## config.mk

```make
export PLATFORM = sky130hd
export DESIGN_NAME = apb_timer_slave
export DESIGN_NICKNAME = d
export VERILOG_FILES = /design/src/rtl/apb_timer_slave.sv
export SDC_FILE = /design/constraint.sdc
export NUM_CORES = 1
export LEC_CHECK = 0
export BUFFER_PORTS_ARGS = -buffer_cell sky130_fd_sc_hd__buf_4
export CAP_MARGIN = 20
export CORE_ASPECT_RATIO = 0.5
export CORE_MARGIN = 2
export CORE_UTILIZATION = 30
export CTS_BUF_LIST = sky130_fd_sc_hd__clkbuf_4 sky130_fd_sc_hd__clkbuf_8 sky130_fd_sc_hd__clkbuf_16
export DETAILED_ROUTE_END_ITERATION = 6
export SLEW_MARGIN = 20
export SYNTH_ARGS = -nofsm -noshare
export SYNTH_HDL_FRONTEND = slang
export SYNTH_SLANG_ARGS = --single-unit
```

## constraint.sdc

```tcl
create_clock -name io_mainClk -period 3 [get_ports io_mainClk]
set_input_delay 0 -clock io_mainClk [delete_from_list [all_inputs] [get_ports io_mainClk]]
set_output_delay 0 -clock io_mainClk [all_outputs]
set_load 0.02 [all_outputs]
```

## src/rtl/apb_timer_slave.sv

```systemverilog
// APB3 completer wrapping a 32-bit prescaled timer with compare match,
// optional auto-reload and a registered level interrupt.
//
// state  | meaning
// IDLE   | no transfer in progress
// SETUP  | setup phase seen at the last edge; current cycle is the first access cycle
// ACCESS | later access cycles, counting down the remaining wait states
module apb_timer_slave #(
  parameter int          ADDR_WIDTH     = 32,
  parameter int          WAIT_STATES    = 0,
  parameter logic [15:0] PRESCALE_RESET = 16'h0000
) (
  input  logic                  io_mainClk,
  input  logic                  io_asyncReset,
  input  logic [ADDR_WIDTH-1:0] s_apb_paddr,
  input  logic                  s_apb_psel,
  input  logic                  s_apb_penable,
  input  logic                  s_apb_pwrite,
  input  logic [31:0]           s_apb_pwdata,
  output logic                  s_apb_pready,
  output logic [31:0]           s_apb_prdata,
  output logic                  s_apb_pslverror,
  output logic                  irq
);

  typedef enum logic [1:0] {IDLE, SETUP, ACCESS} state_t;

  localparam logic [3:0] WAIT_LOAD = 4'(WAIT_STATES);

  state_t      state, state_nxt;
  logic [3:0]  wait_cnt, wait_cnt_nxt;
  logic        xfer_done;

  logic        ctrl_en, ctrl_ar, ctrl_ie;
  logic [15:0] prescale;
  logic [15:0] presc_cnt;
  logic [31:0] compare;
  logic [31:0] count;
  logic        pending;

  logic [2:0]  addr_idx;
  logic        addr_err;
  logic        wr_en;
  logic        tick, match;
  logic [31:0] rdata;
  logic        unused_addr_bits;

  assign addr_idx         = s_apb_paddr[4:2];
  assign addr_err         = (addr_idx > 3'd4);
  assign unused_addr_bits = ^{s_apb_paddr[ADDR_WIDTH-1:5], s_apb_paddr[1:0]};

  always_ff @(posedge io_mainClk or posedge io_asyncReset) begin
    if (io_asyncReset) begin
      state    <= IDLE;
      wait_cnt <= '0;
    end else begin
      state    <= state_nxt;
      wait_cnt <= wait_cnt_nxt;
    end
  end

  // Leaving the access phase without a completion is an abort: no pready, no write.
  always_comb begin
    state_nxt    = state;
    wait_cnt_nxt = wait_cnt;
    xfer_done    = 1'b0;
    case (state)
      IDLE: begin
        if (s_apb_psel && !s_apb_penable) begin
          state_nxt    = SETUP;
          wait_cnt_nxt = WAIT_LOAD;
        end
      end
      SETUP, ACCESS: begin
        if (!(s_apb_psel && s_apb_penable)) begin
          if (s_apb_psel && !s_apb_penable) begin
            state_nxt    = SETUP;
            wait_cnt_nxt = WAIT_LOAD;
          end else begin
            state_nxt = IDLE;
          end
        end else if (wait_cnt == 4'd0) begin
          xfer_done = 1'b1;
          state_nxt = IDLE;
        end else begin
          state_nxt    = ACCESS;
          wait_cnt_nxt = wait_cnt - 4'd1;
        end
      end
      default: state_nxt = IDLE;
    endcase
  end

  assign wr_en = xfer_done && s_apb_pwrite && !addr_err;
  assign tick  = ctrl_en && (presc_cnt == prescale);
  assign match = tick && (count == compare);

  // Bus writes take priority over the timer's own update in the same cycle;
  // a new match takes priority over a W1C of pending.
  always_ff @(posedge io_mainClk or posedge io_asyncReset) begin
    if (io_asyncReset) begin
      ctrl_en   <= 1'b0;
      ctrl_ar   <= 1'b0;
      ctrl_ie   <= 1'b0;
      prescale  <= PRESCALE_RESET;
      presc_cnt <= '0;
      compare   <= 32'hFFFF_FFFF;
      count     <= '0;
      pending   <= 1'b0;
      irq       <= 1'b0;
    end else begin
      if (!ctrl_en || tick) presc_cnt <= '0;
      else                  presc_cnt <= presc_cnt + 16'd1;

      if (wr_en && addr_idx == 3'd0) {ctrl_ie, ctrl_ar, ctrl_en} <= s_apb_pwdata[2:0];
      else if (match && !ctrl_ar)    ctrl_en <= 1'b0;

      if (wr_en && addr_idx == 3'd1) prescale <= s_apb_pwdata[15:0];
      if (wr_en && addr_idx == 3'd2) compare  <= s_apb_pwdata;

      if (wr_en && addr_idx == 3'd3) count <= s_apb_pwdata;
      else if (tick) begin
        if (!match)       count <= count + 32'd1;
        else if (ctrl_ar) count <= '0;
      end

      if (match)                                          pending <= 1'b1;
      else if (wr_en && addr_idx == 3'd4 && s_apb_pwdata[0]) pending <= 1'b0;

      irq <= pending && ctrl_ie;
    end
  end

  always_comb begin
    rdata = '0;
    case (addr_idx)
      3'd0:    rdata = {29'd0, ctrl_ie, ctrl_ar, ctrl_en};
      3'd1:    rdata = {16'd0, prescale};
      3'd2:    rdata = compare;
      3'd3:    rdata = count;
      3'd4:    rdata = {31'd0, pending};
      default: rdata = '0;
    endcase
  end

  assign s_apb_pready    = xfer_done;
  assign s_apb_prdata    = (xfer_done && !s_apb_pwrite) ? rdata : 32'd0;
  assign s_apb_pslverror = xfer_done && addr_err;

endmodule

```

==> flow_summary.html, run 1 <==
<table>
<tr><th>Metric</th><th>Value</th></tr>
<tr><th colspan="2">Run status</th></tr>
<tr><td>Run status</td><td>finished, final reports clean</td></tr>
<tr><th colspan="2">Pwr</th></tr>
<tr><td>Leak pwr</td><td>3.57 nW</td></tr>
<tr><td>Pwr dens</td><td>677 nW/µm²</td></tr>
<tr><td>Peak supply drop</td><td>0.296 mV</td></tr>
<tr><th colspan="2">Synth</th></tr>
<tr><td>Fraction of registers with async set/reset</td><td>100%</td></tr>
<tr><td>Count of cell types in the netlist</td><td>71</td></tr>
<tr><td>Average instance area after synthesis</td><td>9.98 µm²</td></tr>
<tr><td>Instance count of the mapped netlist</td><td>688</td></tr>
<tr><td>Post-synth top area share</td><td>27.3%</td></tr>
<tr><td>Net count after synthesis</td><td>763</td></tr>
<tr><td>Synthesis warning total</td><td>0</td></tr>
<tr><td>Yosys top cell by area</td><td>sky130_fd_sc_hd__dfrtp_1</td></tr>
<tr><td>Flop and latch count out of synthesis</td><td>107</td></tr>
<tr><td>Fraction of the yosys area taken by sequential cells</td><td>39.6%</td></tr>
<tr><td>Top cells by area in the synthesized netlist</td><td>sky130_fd_sc_hd__dfrtp_1 (27%), sky130_fd_sc_hd__dfstp_2 (12%), sky130_fd_sc_hd__mux2_2 (10%), sky130_fd_sc_hd__xor2_1 (7.7%), sky130_fd_sc_hd__nor2_1 (3.6%)</td></tr>
<tr><td>Number of enable flip-flop cells after synthesis</td><td>0</td></tr>
<tr><td>Most frequently used flop master after synthesis</td><td>sky130_fd_sc_hd__dfrtp_1</td></tr>
<tr><td>Post-synth design cell area</td><td>6860 µm²</td></tr>
<tr><th colspan="2">STA</th></tr>
<tr><td>RSZ-0062 raised after global routing</td><td>no</td></tr>
<tr><td>Final number of max-transition violations</td><td>0</td></tr>
<tr><td>Relative slew slack</td><td>40.8%</td></tr>
<tr><td>Final Hold Viols</td><td>0</td></tr>
<tr><td>Final Cycle Share</td><td>94.0%</td></tr>
<tr><td>Minimum period implied by the final worst setup slack</td><td>2820 ps</td></tr>
<tr><td>Endpoints failing setup</td><td>0</td></tr>
<tr><td>Upper clock frequency limit</td><td>355 MHz</td></tr>
<tr><td>Final Skew</td><td>9.97 ps</td></tr>
<tr><td>Sum of negative setup slack</td><td>0 ps</td></tr>
<tr><td>Tightest Pin Transition</td><td>885 ps</td></tr>
<tr><th colspan="2">Detailed routing</th></tr>
<tr><td>Number of routed nets with antenna violations</td><td>0</td></tr>
<tr><td>Violation count after the first detailed-route iteration</td><td>466</td></tr>
<tr><td>Post-detailed-route via-to-cell ratio</td><td>5.34</td></tr>
<tr><td>Average wire per cell in the routed design</td><td>18.4 µm</td></tr>
<tr><td>Aggregate routed wire length</td><td>20.4 mm</td></tr>
<tr><td>Length of the first detailed-routing pass in iterations</td><td>6</td></tr>
<tr><td>Total via count in the routed design</td><td>5,905</td></tr>
<tr><td>DRC Markers</td><td>0</td></tr>
<tr><th colspan="2">Clock network</th></tr>
<tr><td>Clock latency on the worst-skew pair</td><td>370 ps</td></tr>
<tr><td>CTS HTree Levels</td><td>3</td></tr>
<tr><td>CTS clk-pin slew, worst paths</td><td>80 ps</td></tr>
<tr><td>Number of buffers inserted during clock tree synthesis</td><td>9</td></tr>
<tr><td>Clock Root Buffer</td><td>sky130_fd_sc_hd__clkbuf_16</td></tr>
<tr><td>CTS Hold Bufs</td><td>36</td></tr>
<tr><td>Total clock sinks</td><td>107</td></tr>
<tr><td>Total setup buffers inserted after CTS</td><td>0</td></tr>
<tr><td>Clock buffer depth</td><td>2</td></tr>
<tr><td>CTS tree</td><td>yes</td></tr>
<tr><td>Number of cells upsized or downsized after cts</td><td>0</td></tr>
<tr><th colspan="2">Floorplanning</th></tr>
<tr><td>Area of the core</td><td>22,600 µm²</td></tr>
<tr><td>Overall die area</td><td>24,200 µm²</td></tr>
<tr><td>Die height</td><td>111 µm</td></tr>
<tr><td>Starting Density</td><td>30.3%</td></tr>
<tr><td># IOs</td><td>104</td></tr>
<tr><td>Die span in x</td><td>218 µm</td></tr>
<tr><td>Number of cell rows</td><td>39</td></tr>
<tr><th colspan="2">Global route</th></tr>
<tr><td>Number of antenna violations at the first check in global routing</td><td>0</td></tr>
<tr><td>Via count of the first global-routing pass</td><td>5,820</td></tr>
<tr><td>Total global-route track usage</td><td>17.2%</td></tr>
<tr><td>Global-route wire length before repair</td><td>32.4 mm</td></tr>
<tr><td>Global route total overflow</td><td>0</td></tr>
<tr><td>Maximum number of pins on one net before global-route repair</td><td>92</td></tr>
<tr><th colspan="2">Critical path</th></tr>
<tr><td>Length in cells of the worst reg-to-reg path</td><td>6</td></tr>
<tr><td>CP startpoint</td><td>compare[10]</td></tr>
<tr><td>Required time at the worst-slack endpoint</td><td>3280 ps</td></tr>
<tr><td>Worst setup SP type</td><td>flip-flop</td></tr>
<tr><td>Worst Setup Path Type</td><td>reg -&gt; reg</td></tr>
<tr><td>Capture point of the worst reg-to-reg path</td><td>count[3]</td></tr>
<tr><td>Ordered cell list for the critical path</td><td>xor2_1 &gt; nor4_2 &gt; nand4_2 &gt; o211ai_2 &gt; o21ai_0 &gt; o211ai_1</td></tr>
<tr><td>Crit path max-delay cell type</td><td>sky130_fd_sc_hd__o211ai_2</td></tr>
<tr><td>Kind of end point of the critical path</td><td>flip-flop</td></tr>
<tr><td>Delay of the slowest critical-path stage</td><td>810 ps</td></tr>
<tr><td>Termination of the worst setup path</td><td>count[3]</td></tr>
<tr><td>Arrival time at the worst endpoint</td><td>3090 ps</td></tr>
<tr><td>Top fanout value on the critical path</td><td>15</td></tr>
<tr><td>Launching point of the worst reg2reg path</td><td>compare[10]</td></tr>
<tr><td>Reg2Reg Setup Slack</td><td>180 ps</td></tr>
<tr><td>Number of gates on the worst path with buffers counted</td><td>6</td></tr>
<tr><td>Crit path buf inv count</td><td>0</td></tr>
<tr><td>Family with the most delay on the worst path</td><td>compound AO/OA/AOI/OAI gates</td></tr>
<tr><th colspan="2">Place</th></tr>
<tr><td>Number of instances in the placed design</td><td>1,053</td></tr>
<tr><td>GPL Wtd Cong</td><td>0.875</td></tr>
<tr><td>I/O Buffers</td><td>74</td></tr>
<tr><td>Detailed placement HPWL</td><td>14.9 mm</td></tr>
<tr><th colspan="2">Cells and area</th></tr>
<tr><td>Area growth syn-to-layout</td><td>23.1%</td></tr>
<tr><td>Most common library cell in the layout ignoring fill and taps</td><td>sky130_fd_sc_hd__buf_4</td></tr>
<tr><td>Non-filler cells, final</td><td>1,105</td></tr>
<tr><td>Count of nets after finishing</td><td>868</td></tr>
<tr><td>Finished Core Util</td><td>37.3%</td></tr>
<tr><td>Commonest cells after routing, fill and taps aside</td><td>sky130_fd_sc_hd__buf_4 (107), sky130_fd_sc_hd__dfrtp_1 (75), sky130_fd_sc_hd__nor2_1 (65)</td></tr>
<tr><td>Fill count</td><td>2,249</td></tr>
<tr><td>Fraction of layout instances using a drive strength above 1</td><td>31.6%</td></tr>
<tr><td>Number of diodes</td><td>0</td></tr>
<tr><th colspan="2">Min path</th></tr>
<tr><td>Hold WC Path Type</td><td>in -&gt; reg</td></tr>
<tr><th colspan="2">Flow run</th></tr>
<tr><td>Maxcap violations</td><td>0</td></tr>
</table>
[cell families (layout without fill, tap and decap cells)]
kind of cell	Yosys count	in the layout	share of synthesized area, %
AO/OA/AOI/OAI	118	118	13.6
XOR/XNOR	64	64	8.17
adder cells (fa/ha/maj)	6	6	1.09
buffers and inverters	72	182	5.29
flip-flops	107	107	39.6
multiplexers	66	66	11.3
AND/OR/NAND/NOR	255	255	21.0
[how the worst min path moves through the flow]
stage                         end  cells past startpoint      startpoint  slack, ps
detailed placement  presc_cnt[13]                      2   io_asyncReset        -50
global route              pending                      4  s_apb_paddr[4]        100
floorplan                state[1]                      1      s_apb_psel         90
finish                    pending                      4  s_apb_paddr[4]         40
global placement    presc_cnt[15]                      2   io_asyncReset        -50
CTS                       pending                      4  s_apb_paddr[4]         20
[metal layers]
layer | wire length [µm] | up-vias | part of all wire [%] | GRT usage (%)
met2 | 9850 | 129 | 48 | 28.6
met1 | 9400 | 2983 | 46 | 22.8
li1 | - | 2755 | - | -
met5 | 0 | - | 0 | 0
met4 | 464 | 0 | 2.3 | 5.80
met3 | 662 | 38 | 3.2 | 2.72
[cell usage after synthesis (2+ instances only)]
master and n:
sky130_fd_sc_hd__a21oi_1 7, sky130_fd_sc_hd__a221o_1 6, sky130_fd_sc_hd__a22oi_1 30, sky130_fd_sc_hd__a311oi_1 7, sky130_fd_sc_hd__a32oi_1 5, sky130_fd_sc_hd__a41oi_1 2
sky130_fd_sc_hd__and2_1 6, sky130_fd_sc_hd__and3_1 11, sky130_fd_sc_hd__and4_1 4, sky130_fd_sc_hd__buf_2 16, sky130_fd_sc_hd__buf_4 5, sky130_fd_sc_hd__buf_6 7
sky130_fd_sc_hd__clkbuf_1 20, sky130_fd_sc_hd__dfrtp_1 75, sky130_fd_sc_hd__dfstp_2 32, sky130_fd_sc_hd__ha_1 6, sky130_fd_sc_hd__inv_1 21, sky130_fd_sc_hd__mux2_2 62
sky130_fd_sc_hd__mux4_2 3, sky130_fd_sc_hd__nand2_1 47, sky130_fd_sc_hd__nand3_1 35, sky130_fd_sc_hd__nand4_1 23, sky130_fd_sc_hd__nand4_2 2, sky130_fd_sc_hd__nor2_1 65
sky130_fd_sc_hd__nor2b_1 5, sky130_fd_sc_hd__nor3_1 8, sky130_fd_sc_hd__nor4_1 16, sky130_fd_sc_hd__nor4_2 8, sky130_fd_sc_hd__nor4_4 3, sky130_fd_sc_hd__o211ai_1 6
sky130_fd_sc_hd__o21ai_0 17, sky130_fd_sc_hd__o21ai_1 3, sky130_fd_sc_hd__o21bai_1 4, sky130_fd_sc_hd__o221ai_1 2, sky130_fd_sc_hd__o31ai_1 4, sky130_fd_sc_hd__o41a_1 6
sky130_fd_sc_hd__o41ai_1 7, sky130_fd_sc_hd__or2_2 2, sky130_fd_sc_hd__or3_1 2, sky130_fd_sc_hd__or4_1 5, sky130_fd_sc_hd__xnor2_1 4, sky130_fd_sc_hd__xor2_1 60
[through the flow]
step	worst slack, ps	power [W]	instance area, µm²	hold slack, ps
2_1_floorplan	236	0.00376	6860	85.7
3_3_place_gp	297	0.00441	7790	-48.4
3_5_place_dp	273	0.00447	7790	-45.2
4_1_cts	218	0.00575	8450	23.4
5_1_grt	37.6	0.00607	8450	96.2
6_report	181	0.00572	8450	35.4
[final cells by class]
| type | count | area, µm² | share of cell area, % |
|---|---|---|---|
| Clock buffer | 11 | 240 | 2.84 |
| Clock inverter | 5 | 55.1 | 0.651 |
| Inverter | 22 | 85.1 | 1.01 |
| Multi-Input combinational cell | 509 | 3780 | 44.8 |
| Sequential cell | 107 | 2720 | 32.2 |
| Tap cell | 307 | 384 | 4.55 |
| Timing Repair Buffer | 144 | 1180 | 14.0 |
[worst register-to-register path: cells and delay by family (launching register included)]
family / cells / cell delay, ps
simple gates: 2 / 800
compound gates: 3 / 1230
xor+xnor: 1 / 140
flops: 1 / 560
[power by group]
part,switching [W],internal (W)
Combinational,0.00133,0.000934
Sequential,0.000397,0.00185
Clock,0.000551,0.000664
[sequential cells by signal, indices dropped and copies added, names as in the netlist]
signal / flops
ctrl_ar: 1
presc_cnt: 16
count: 32
ctrl_en: 1
prescale: 16
state: 2
ctrl_ie: 1
irq: 1
compare: 32
pending: 1
wait_cnt: 4
(Power assumes the default switching activity.)
==> inputs of run 2 (changes only) <==
--- a/config.mk
+++ b/config.mk
@@ -12,6 +12,7 @@
 export CORE_UTILIZATION = 30
 export CTS_BUF_LIST = sky130_fd_sc_hd__clkbuf_4 sky130_fd_sc_hd__clkbuf_8 sky130_fd_sc_hd__clkbuf_16
 export DETAILED_ROUTE_END_ITERATION = 6
+export REMOVE_ABC_BUFFERS = 1
 export SLEW_MARGIN = 20
 export SYNTH_ARGS = -nofsm -noshare
 export SYNTH_HDL_FRONTEND = slang
==> flow_summary.html, run 2 (synthesis gave the netlist of run 1 again) <==
<table>
<tr><th>Metric</th><th>Value</th></tr>
<tr><th colspan="2">Run status</th></tr>
<tr><td>Run status</td><td>finished, final reports clean</td></tr>
<tr><th colspan="2">Clock network</th></tr>
<tr><td>Number of cells upsized or downsized after cts</td><td>0</td></tr>
<tr><td>Number of buffers inserted during clock tree synthesis</td><td>9</td></tr>
<tr><td>CTS tree</td><td>yes</td></tr>
<tr><td>Clock latency on the worst-skew pair</td><td>360 ps</td></tr>
<tr><td>Clock Root Buffer</td><td>sky130_fd_sc_hd__clkbuf_16</td></tr>
<tr><td>Total clock sinks</td><td>107</td></tr>
<tr><td>CTS clk-pin slew, worst paths</td><td>70 ps</td></tr>
<tr><td>Clock buffer depth</td><td>2</td></tr>
<tr><td>CTS HTree Levels</td><td>3</td></tr>
<tr><th colspan="2">Detailed routing</th></tr>
<tr><td>Average wire per cell in the routed design</td><td>18.3 µm</td></tr>
<tr><td>Post-detailed-route via-to-cell ratio</td><td>5.25</td></tr>
<tr><td>Length of the first detailed-routing pass in iterations</td><td>5</td></tr>
<tr><td>Violation count after the first detailed-route iteration</td><td>480</td></tr>
<tr><td>Total via count in the routed design</td><td>5,838</td></tr>
<tr><td>Number of routed nets with antenna violations</td><td>0</td></tr>
<tr><td>DRC Markers</td><td>0</td></tr>
<tr><td>Aggregate routed wire length</td><td>20.4 mm</td></tr>
<tr><th colspan="2">Cells and area</th></tr>
<tr><td>Most common library cell in the layout ignoring fill and taps</td><td>sky130_fd_sc_hd__buf_4</td></tr>
<tr><td>Non-filler cells, final</td><td>1,112</td></tr>
<tr><td>Top flop regs</td><td>compare: 32 flops, count: 32 flops</td></tr>
<tr><td>Area growth syn-to-layout</td><td>23.6%</td></tr>
<tr><td>Area of all sequential standard cells</td><td>2720 µm²</td></tr>
<tr><td>Fill count</td><td>2,281</td></tr>
<tr><td>Number of diodes</td><td>0</td></tr>
<tr><td>Count of nets after finishing</td><td>875</td></tr>
<tr><td>Multi-input logic area</td><td>3780 µm²</td></tr>
<tr><td>Commonest cells after routing, fill and taps aside</td><td>sky130_fd_sc_hd__buf_4 (116), sky130_fd_sc_hd__dfrtp_1 (75), sky130_fd_sc_hd__nor2_1 (65)</td></tr>
<tr><td>Fraction of layout instances using a drive strength above 1</td><td>32.3%</td></tr>
<tr><th colspan="2">STA</th></tr>
<tr><td>Tightest Pin Transition</td><td>777 ps</td></tr>
<tr><td>Final Hold Viols</td><td>0</td></tr>
<tr><td>Minimum period implied by the final worst setup slack</td><td>2620 ps</td></tr>
<tr><td>Sum of negative setup slack</td><td>0 ps</td></tr>
<tr><td>Relative slew slack</td><td>48.2%</td></tr>
<tr><td>Final number of max-transition violations</td><td>0</td></tr>
<tr><td>RSZ-0062 raised after global routing</td><td>no</td></tr>
<tr><td>Upper clock frequency limit</td><td>381 MHz</td></tr>
<tr><td>Final Skew</td><td>8.75 ps</td></tr>
<tr><td>Endpoints failing setup</td><td>0</td></tr>
<tr><td>Final Cycle Share</td><td>87.4%</td></tr>
<tr><th colspan="2">Place</th></tr>
<tr><td>GPL Wtd Cong</td><td>0.877</td></tr>
<tr><td>I/O Buffers</td><td>74</td></tr>
<tr><td>Number of instances in the placed design</td><td>1,061</td></tr>
<tr><td>Detailed placement HPWL</td><td>14.9 mm</td></tr>
<tr><th colspan="2">Critical path</th></tr>
<tr><td>Worst setup SP type</td><td>flip-flop</td></tr>
<tr><td>Top fanout value on the critical path</td><td>22</td></tr>
<tr><td>Worst Setup Path Type</td><td>reg -&gt; reg</td></tr>
<tr><td>Required time at the worst-slack endpoint</td><td>3240 ps</td></tr>
<tr><td>Arrival time at the worst endpoint</td><td>2860 ps</td></tr>
<tr><td>Kind of end point of the critical path</td><td>flip-flop</td></tr>
<tr><th colspan="2">Global route</th></tr>
<tr><td>Global-route wire length before repair</td><td>33.0 mm</td></tr>
<tr><td>Number of antenna violations at the first check in global routing</td><td>0</td></tr>
<tr><td>Via count of the first global-routing pass</td><td>5,883</td></tr>
<tr><td>Maximum number of pins on one net before global-route repair</td><td>59</td></tr>
<tr><td>Global route total overflow</td><td>0</td></tr>
<tr><td>Total global-route track usage</td><td>17.4%</td></tr>
<tr><th colspan="2">Floorplanning</th></tr>
<tr><td>Overall die area</td><td>24,200 µm²</td></tr>
<tr><td>Number of cell rows</td><td>39</td></tr>
<tr><td>Die span in x</td><td>218 µm</td></tr>
<tr><td>Starting Density</td><td>30.3%</td></tr>
<tr><td># IOs</td><td>104</td></tr>
<tr><td>Area of the core</td><td>22,600 µm²</td></tr>
<tr><td>Die height</td><td>111 µm</td></tr>
<tr><th colspan="2">Min path</th></tr>
<tr><td>Hold WC Path Type</td><td>in -&gt; reg</td></tr>
<tr><th colspan="2">Pwr</th></tr>
<tr><td>Peak supply drop</td><td>0.270 mV</td></tr>
<tr><td>Leak pwr</td><td>3.59 nW</td></tr>
<tr><td>Pwr dens</td><td>679 nW/µm²</td></tr>
<tr><th colspan="2">Flow run</th></tr>
<tr><td>Maxcap violations</td><td>0</td></tr>
</table>
-- run 2: cell types whose count changed in the layout (fill, tap and decap cells not counted), sizes merged --
cell | previous run | this run
buf | 108 | 116
clkbuf | 11 | 10
clkinv | 3 | 4
bufinv | 1 | 0
inv | 21 | 22
dlygate4sd3 | 36 | 35
-- run 2: worst max-delay path, stage by stage, from the launching register on --
cell and delay (ps):
sky130_fd_sc_hd__dfrtp_1 420, sky130_fd_sc_hd__inv_1 100, sky130_fd_sc_hd__ha_1 140, sky130_fd_sc_hd__nor3b_2 280, sky130_fd_sc_hd__and2_1 250, sky130_fd_sc_hd__and3_2 530, sky130_fd_sc_hd__a21oi_1 300, sky130_fd_sc_hd__a311oi_1 360
sky130_fd_sc_hd__o21ai_0 120
-- run 2: cell type report --
type                            instances  area share, %
Multi-Input combinational cell        509           44.6
Sequential cell                       107           32.0
Timing Repair Buffer                  151           14.4
Tap cell                              307           4.53
Clock buffer                           10           2.82
Inverter                               22           1.00
Clock inverter                          6          0.590
-- run 2: worst paths after layout --
kind / from / to / slack (ps) / cells past startpoint
setup / recovery: wait_cnt[0] / count[10] / 380 / 8
hold / removal: s_apb_penable / wait_cnt[0] / 20 / 3
setup reg to reg: wait_cnt[0] / count[10] / 380 / 8
hold reg to reg: ctrl_ie / irq / 520 / 1
max in group asynchronous: io_asyncReset / compare[17] / 1750 / 4
min in group asynchronous: io_asyncReset / presc_cnt[14] / 340 / 3
-- run 2: where the power goes --
part           total, W  internal, W  switching [W]
clock           0.00117     0.000594       0.000578
combinational   0.00233     0.000983        0.00135
sequential      0.00226      0.00185       0.000409
total           0.00576      0.00342        0.00234
-- run 2: per-layer routing --
layer	track usage [%]	wire length [µm]	share of wire, %
met5	0	0	0
met4	4.85	352	1.7
met3	2.36	682	3.3
met2	28.6	9900	49
met1	23.9	9460	46
-- run 2: what timing repair did --
action,CTS,global route
setup buffers,0,0
hold buffers,35,0
hold endpoints to repair,130,0
-- run 2: through the flow --
stage                     total power [W]  utilization (%)  hold WS (ps)  setup WS, ps  area, µm²
final                             0.00576             37.5          20.8           377       8480
after global routing              0.00612             37.5          24.8           196       8480
after CTS                         0.00577             37.5          7.60           388       8480
after detailed placement          0.00454             34.6           203           376       7840
after global placement            0.00448             34.6           205           476       7840
after floorplan                   0.00364                -          85.7           103       6580
==> inputs of run 3 (changes only) <==
--- a/config.mk
+++ b/config.mk
@@ -12,6 +12,7 @@
 export CORE_UTILIZATION = 30
 export CTS_BUF_LIST = sky130_fd_sc_hd__clkbuf_4 sky130_fd_sc_hd__clkbuf_8 sky130_fd_sc_hd__clkbuf_16
 export DETAILED_ROUTE_END_ITERATION = 6
+export PLACE_DENSITY = 0.57
 export REMOVE_ABC_BUFFERS = 1
 export SLEW_MARGIN = 20
 export SYNTH_ARGS = -nofsm -noshare
==> flow_summary.html, run 3 (synthesis gave the netlist of run 1 again) <==
<table>
<tr><th>Metric</th><th>Value</th></tr>
<tr><th colspan="2">Critical path</th></tr>
<tr><td>Delay of the slowest critical-path stage</td><td>800 ps</td></tr>
<tr><td>Launching point of the worst reg2reg path</td><td>count[6]</td></tr>
<tr><td>Top fanout value on the critical path</td><td>15</td></tr>
<tr><td>Worst Setup Path Type</td><td>reg -&gt; reg</td></tr>
<tr><td>Ordered cell list for the critical path</td><td>xor2_1 &gt; nor4_1 &gt; nand4_1 &gt; o211ai_2 &gt; o21ai_0 &gt; o211ai_1</td></tr>
<tr><td>Crit path max-delay cell type</td><td>sky130_fd_sc_hd__o211ai_2</td></tr>
<tr><td>Kind of end point of the critical path</td><td>flip-flop</td></tr>
<tr><td>Arrival time at the worst endpoint</td><td>3050 ps</td></tr>
<tr><td>Capture point of the worst reg-to-reg path</td><td>count[3]</td></tr>
<tr><td>Reg2Reg Setup Slack</td><td>230 ps</td></tr>
<tr><td>Required time at the worst-slack endpoint</td><td>3280 ps</td></tr>
<tr><td>Length in cells of the worst reg-to-reg path</td><td>6</td></tr>
<tr><td>Worst setup SP type</td><td>flip-flop</td></tr>
<tr><th colspan="2">Cells and area</th></tr>
<tr><td>Fill count</td><td>2,290</td></tr>
<tr><td>Commonest cells after routing, fill and taps aside</td><td>sky130_fd_sc_hd__buf_4 (107), sky130_fd_sc_hd__dfrtp_1 (75), sky130_fd_sc_hd__nor2_1 (65)</td></tr>
<tr><td>Number of diodes</td><td>0</td></tr>
<tr><td>Area growth syn-to-layout</td><td>23.3%</td></tr>
<tr><td>Fraction of layout instances using a drive strength above 1</td><td>31.7%</td></tr>
<tr><td>Most common library cell in the layout ignoring fill and taps</td><td>sky130_fd_sc_hd__buf_4</td></tr>
<tr><td>Top flop regs</td><td>compare: 32 flops, count: 32 flops</td></tr>
<tr><td>Non-filler cells, final</td><td>1,106</td></tr>
<tr><td>Count of nets after finishing</td><td>869</td></tr>
<tr><th colspan="2">Clock network</th></tr>
<tr><td>CTS clk-pin slew, worst paths</td><td>70 ps</td></tr>
<tr><td>Clock Root Buffer</td><td>sky130_fd_sc_hd__clkbuf_16</td></tr>
<tr><td>Number of buffers inserted during clock tree synthesis</td><td>9</td></tr>
<tr><td>Total setup buffers inserted after CTS</td><td>0</td></tr>
<tr><td>Clock buffer depth</td><td>2</td></tr>
<tr><td>Total clock sinks</td><td>107</td></tr>
<tr><td>CTS HTree Levels</td><td>3</td></tr>
<tr><td>Clock latency on the worst-skew pair</td><td>360 ps</td></tr>
<tr><td>CTS tree</td><td>yes</td></tr>
<tr><th colspan="2">Detailed routing</th></tr>
<tr><td>Length of the first detailed-routing pass in iterations</td><td>5</td></tr>
<tr><td>Average wire per cell in the routed design</td><td>18.3 µm</td></tr>
<tr><td>Aggregate routed wire length</td><td>20.3 mm</td></tr>
<tr><td>Violation count after the first detailed-route iteration</td><td>425</td></tr>
<tr><td>Post-detailed-route via-to-cell ratio</td><td>5.27</td></tr>
<tr><td>Number of routed nets with antenna violations</td><td>0</td></tr>
<tr><td>Total via count in the routed design</td><td>5,824</td></tr>
<tr><td>DRC Markers</td><td>0</td></tr>
<tr><th colspan="2">Global route</th></tr>
<tr><td>Global routing met3 resource utilization</td><td>2.96%</td></tr>
<tr><td>Via count of the first global-routing pass</td><td>5,724</td></tr>
<tr><td>Met1 usage in global routing</td><td>23.3%</td></tr>
<tr><td>GR Util met2</td><td>27.6%</td></tr>
<tr><td>Global route total overflow</td><td>0</td></tr>
<tr><td>Maximum number of pins on one net before global-route repair</td><td>52</td></tr>
<tr><td>Busiest layer in global routing</td><td>met2</td></tr>
<tr><td>Global-route wire length before repair</td><td>32.3 mm</td></tr>
<tr><td>Total global-route track usage</td><td>17.0%</td></tr>
<tr><td>Number of antenna violations at the first check in global routing</td><td>0</td></tr>
<tr><th colspan="2">Min path</th></tr>
<tr><td>Worst hold path endpoint</td><td>pending</td></tr>
<tr><td>Instance count along the most critical hold path</td><td>4</td></tr>
<tr><td>Hold WC Path Type</td><td>in -&gt; reg</td></tr>
<tr><td>Start point of the worst hold path</td><td>s_apb_paddr[4]</td></tr>
<tr><th colspan="2">STA</th></tr>
<tr><td>RSZ-0062 raised after global routing</td><td>no</td></tr>
<tr><td>Relative slew slack</td><td>41.7%</td></tr>
<tr><td>Final Cycle Share</td><td>92.5%</td></tr>
<tr><td>Minimum period implied by the final worst setup slack</td><td>2770 ps</td></tr>
<tr><td>Final Skew</td><td>11.0 ps</td></tr>
<tr><td>Sum of negative setup slack</td><td>0 ps</td></tr>
<tr><td>Upper clock frequency limit</td><td>361 MHz</td></tr>
<tr><td>Tightest Pin Transition</td><td>871 ps</td></tr>
<tr><td>Final number of max-transition violations</td><td>0</td></tr>
<tr><td>Endpoints failing setup</td><td>0</td></tr>
<tr><td>Final Hold Viols</td><td>0</td></tr>
<tr><th colspan="2">Floorplanning</th></tr>
<tr><td>Number of cell rows</td><td>39</td></tr>
<tr><td>Die span in x</td><td>218 µm</td></tr>
<tr><td>Die height</td><td>111 µm</td></tr>
<tr><td>Area of the core</td><td>22,600 µm²</td></tr>
<tr><td># IOs</td><td>104</td></tr>
<tr><td>Overall die area</td><td>24,200 µm²</td></tr>
<tr><td>Starting Density</td><td>30.3%</td></tr>
<tr><th colspan="2">Pwr</th></tr>
<tr><td>Overall Power</td><td>0.00570 W</td></tr>
<tr><td>Leak pwr</td><td>3.57 nW</td></tr>
<tr><td>Pwr dens</td><td>674 nW/µm²</td></tr>
<tr><td>Peak supply drop</td><td>0.266 mV</td></tr>
<tr><th colspan="2">Place</th></tr>
<tr><td>I/O Buffers</td><td>74</td></tr>
<tr><td>Detailed placement HPWL</td><td>14.7 mm</td></tr>
<tr><td>GPL Wtd Cong</td><td>0.854</td></tr>
<tr><td>Number of instances in the placed design</td><td>1,054</td></tr>
<tr><th colspan="2">Run status</th></tr>
<tr><td>Run status</td><td>finished, final reports clean</td></tr>
<tr><th colspan="2">Flow run</th></tr>
<tr><td>Maxcap violations</td><td>0</td></tr>
</table>
-- run 3: changes by cell type in the layout (fill, tap and decap cells not counted), sizes merged --
cell / change
buf: -7
clkbuf: +3
clkinv: -2
dlygate4sd3: +1
inv: -1
-- run 3: final cells by class --
| type | count | area (µm²) | share of cell area [%] |
|---|---|---|---|
| clock buffer | 13 | 262 | 3.09 |
| clock inverter | 3 | 23.8 | 0.281 |
| inverter | 22 | 85.1 | 1.01 |
| multi-input combinational | 509 | 3780 | 44.7 |
| sequential | 107 | 2720 | 32.1 |
| tap | 307 | 384 | 4.54 |
| timing repair buffer | 145 | 1200 | 14.2 |
-- run 3: repair_timing --
item / 4_1_cts / 5_1_grt
hold buffers: 36 / 0
resized for setup: 0 / 0
hold endpoints to repair: 127 / 0
-- run 3: per-stage QoR --
| stage | instance area, µm² | worst slack (ps) | utilization [%] | hold WS (ps) |
|---|---|---|---|---|
| 6_report | 8460 | 226 | 37.4 | 22.0 |
| 5_1_grt | 8460 | 54.6 | 37.4 | 68.4 |
| 4_1_cts | 8460 | 255 | 37.4 | 10.4 |
| 3_5_place_dp | 7820 | 294 | 34.5 | 157 |
| 3_3_place_gp | 7820 | 304 | 34.5 | 166 |
| 2_1_floorplan | 6580 | 103 | - | 85.7 |
-- run 3: how the worst max path moves through the flow --
stage	from	endpoint	slack, ps	depth (start not counted)
CTS	wait_cnt[0]	s_apb_prdata[6]	250	9
floorplan	wait_cnt[0]	count[10]	100	8
global route	wait_cnt[0]	s_apb_prdata[6]	50	9
finish	count[6]	count[3]	230	6
global placement	prescale[14]	count[3]	300	6
detailed placement	prescale[14]	count[3]	290	6
-- run 3: critical path: cells and delay by family, from the launching register on --
kind	cells	cell delay, ps
AOI/OAI and AO/OA	3	1210
and+or+nand+nor	2	810
DFF	1	450
xor gates and xnor gates	1	200
-- run 3: report_power, final --
part	internal [W]	total, W	switching [W]	leakage [nW]
Combinational	0.000944	0.00227	0.00132	2.22
Clock	0.000617	0.00117	0.000556	0.136
Sequential	0.00185	0.00227	0.000418	1.22
Total	0.00341	0.00570	0.00229	3.57
-- run 3: layer usage --
metal  up-vias  routed length (µm)
li1       2755                   -
met1      2905                9430
met2       138                9580
met3        26                 882
met4         0                 374
met5         -                   0
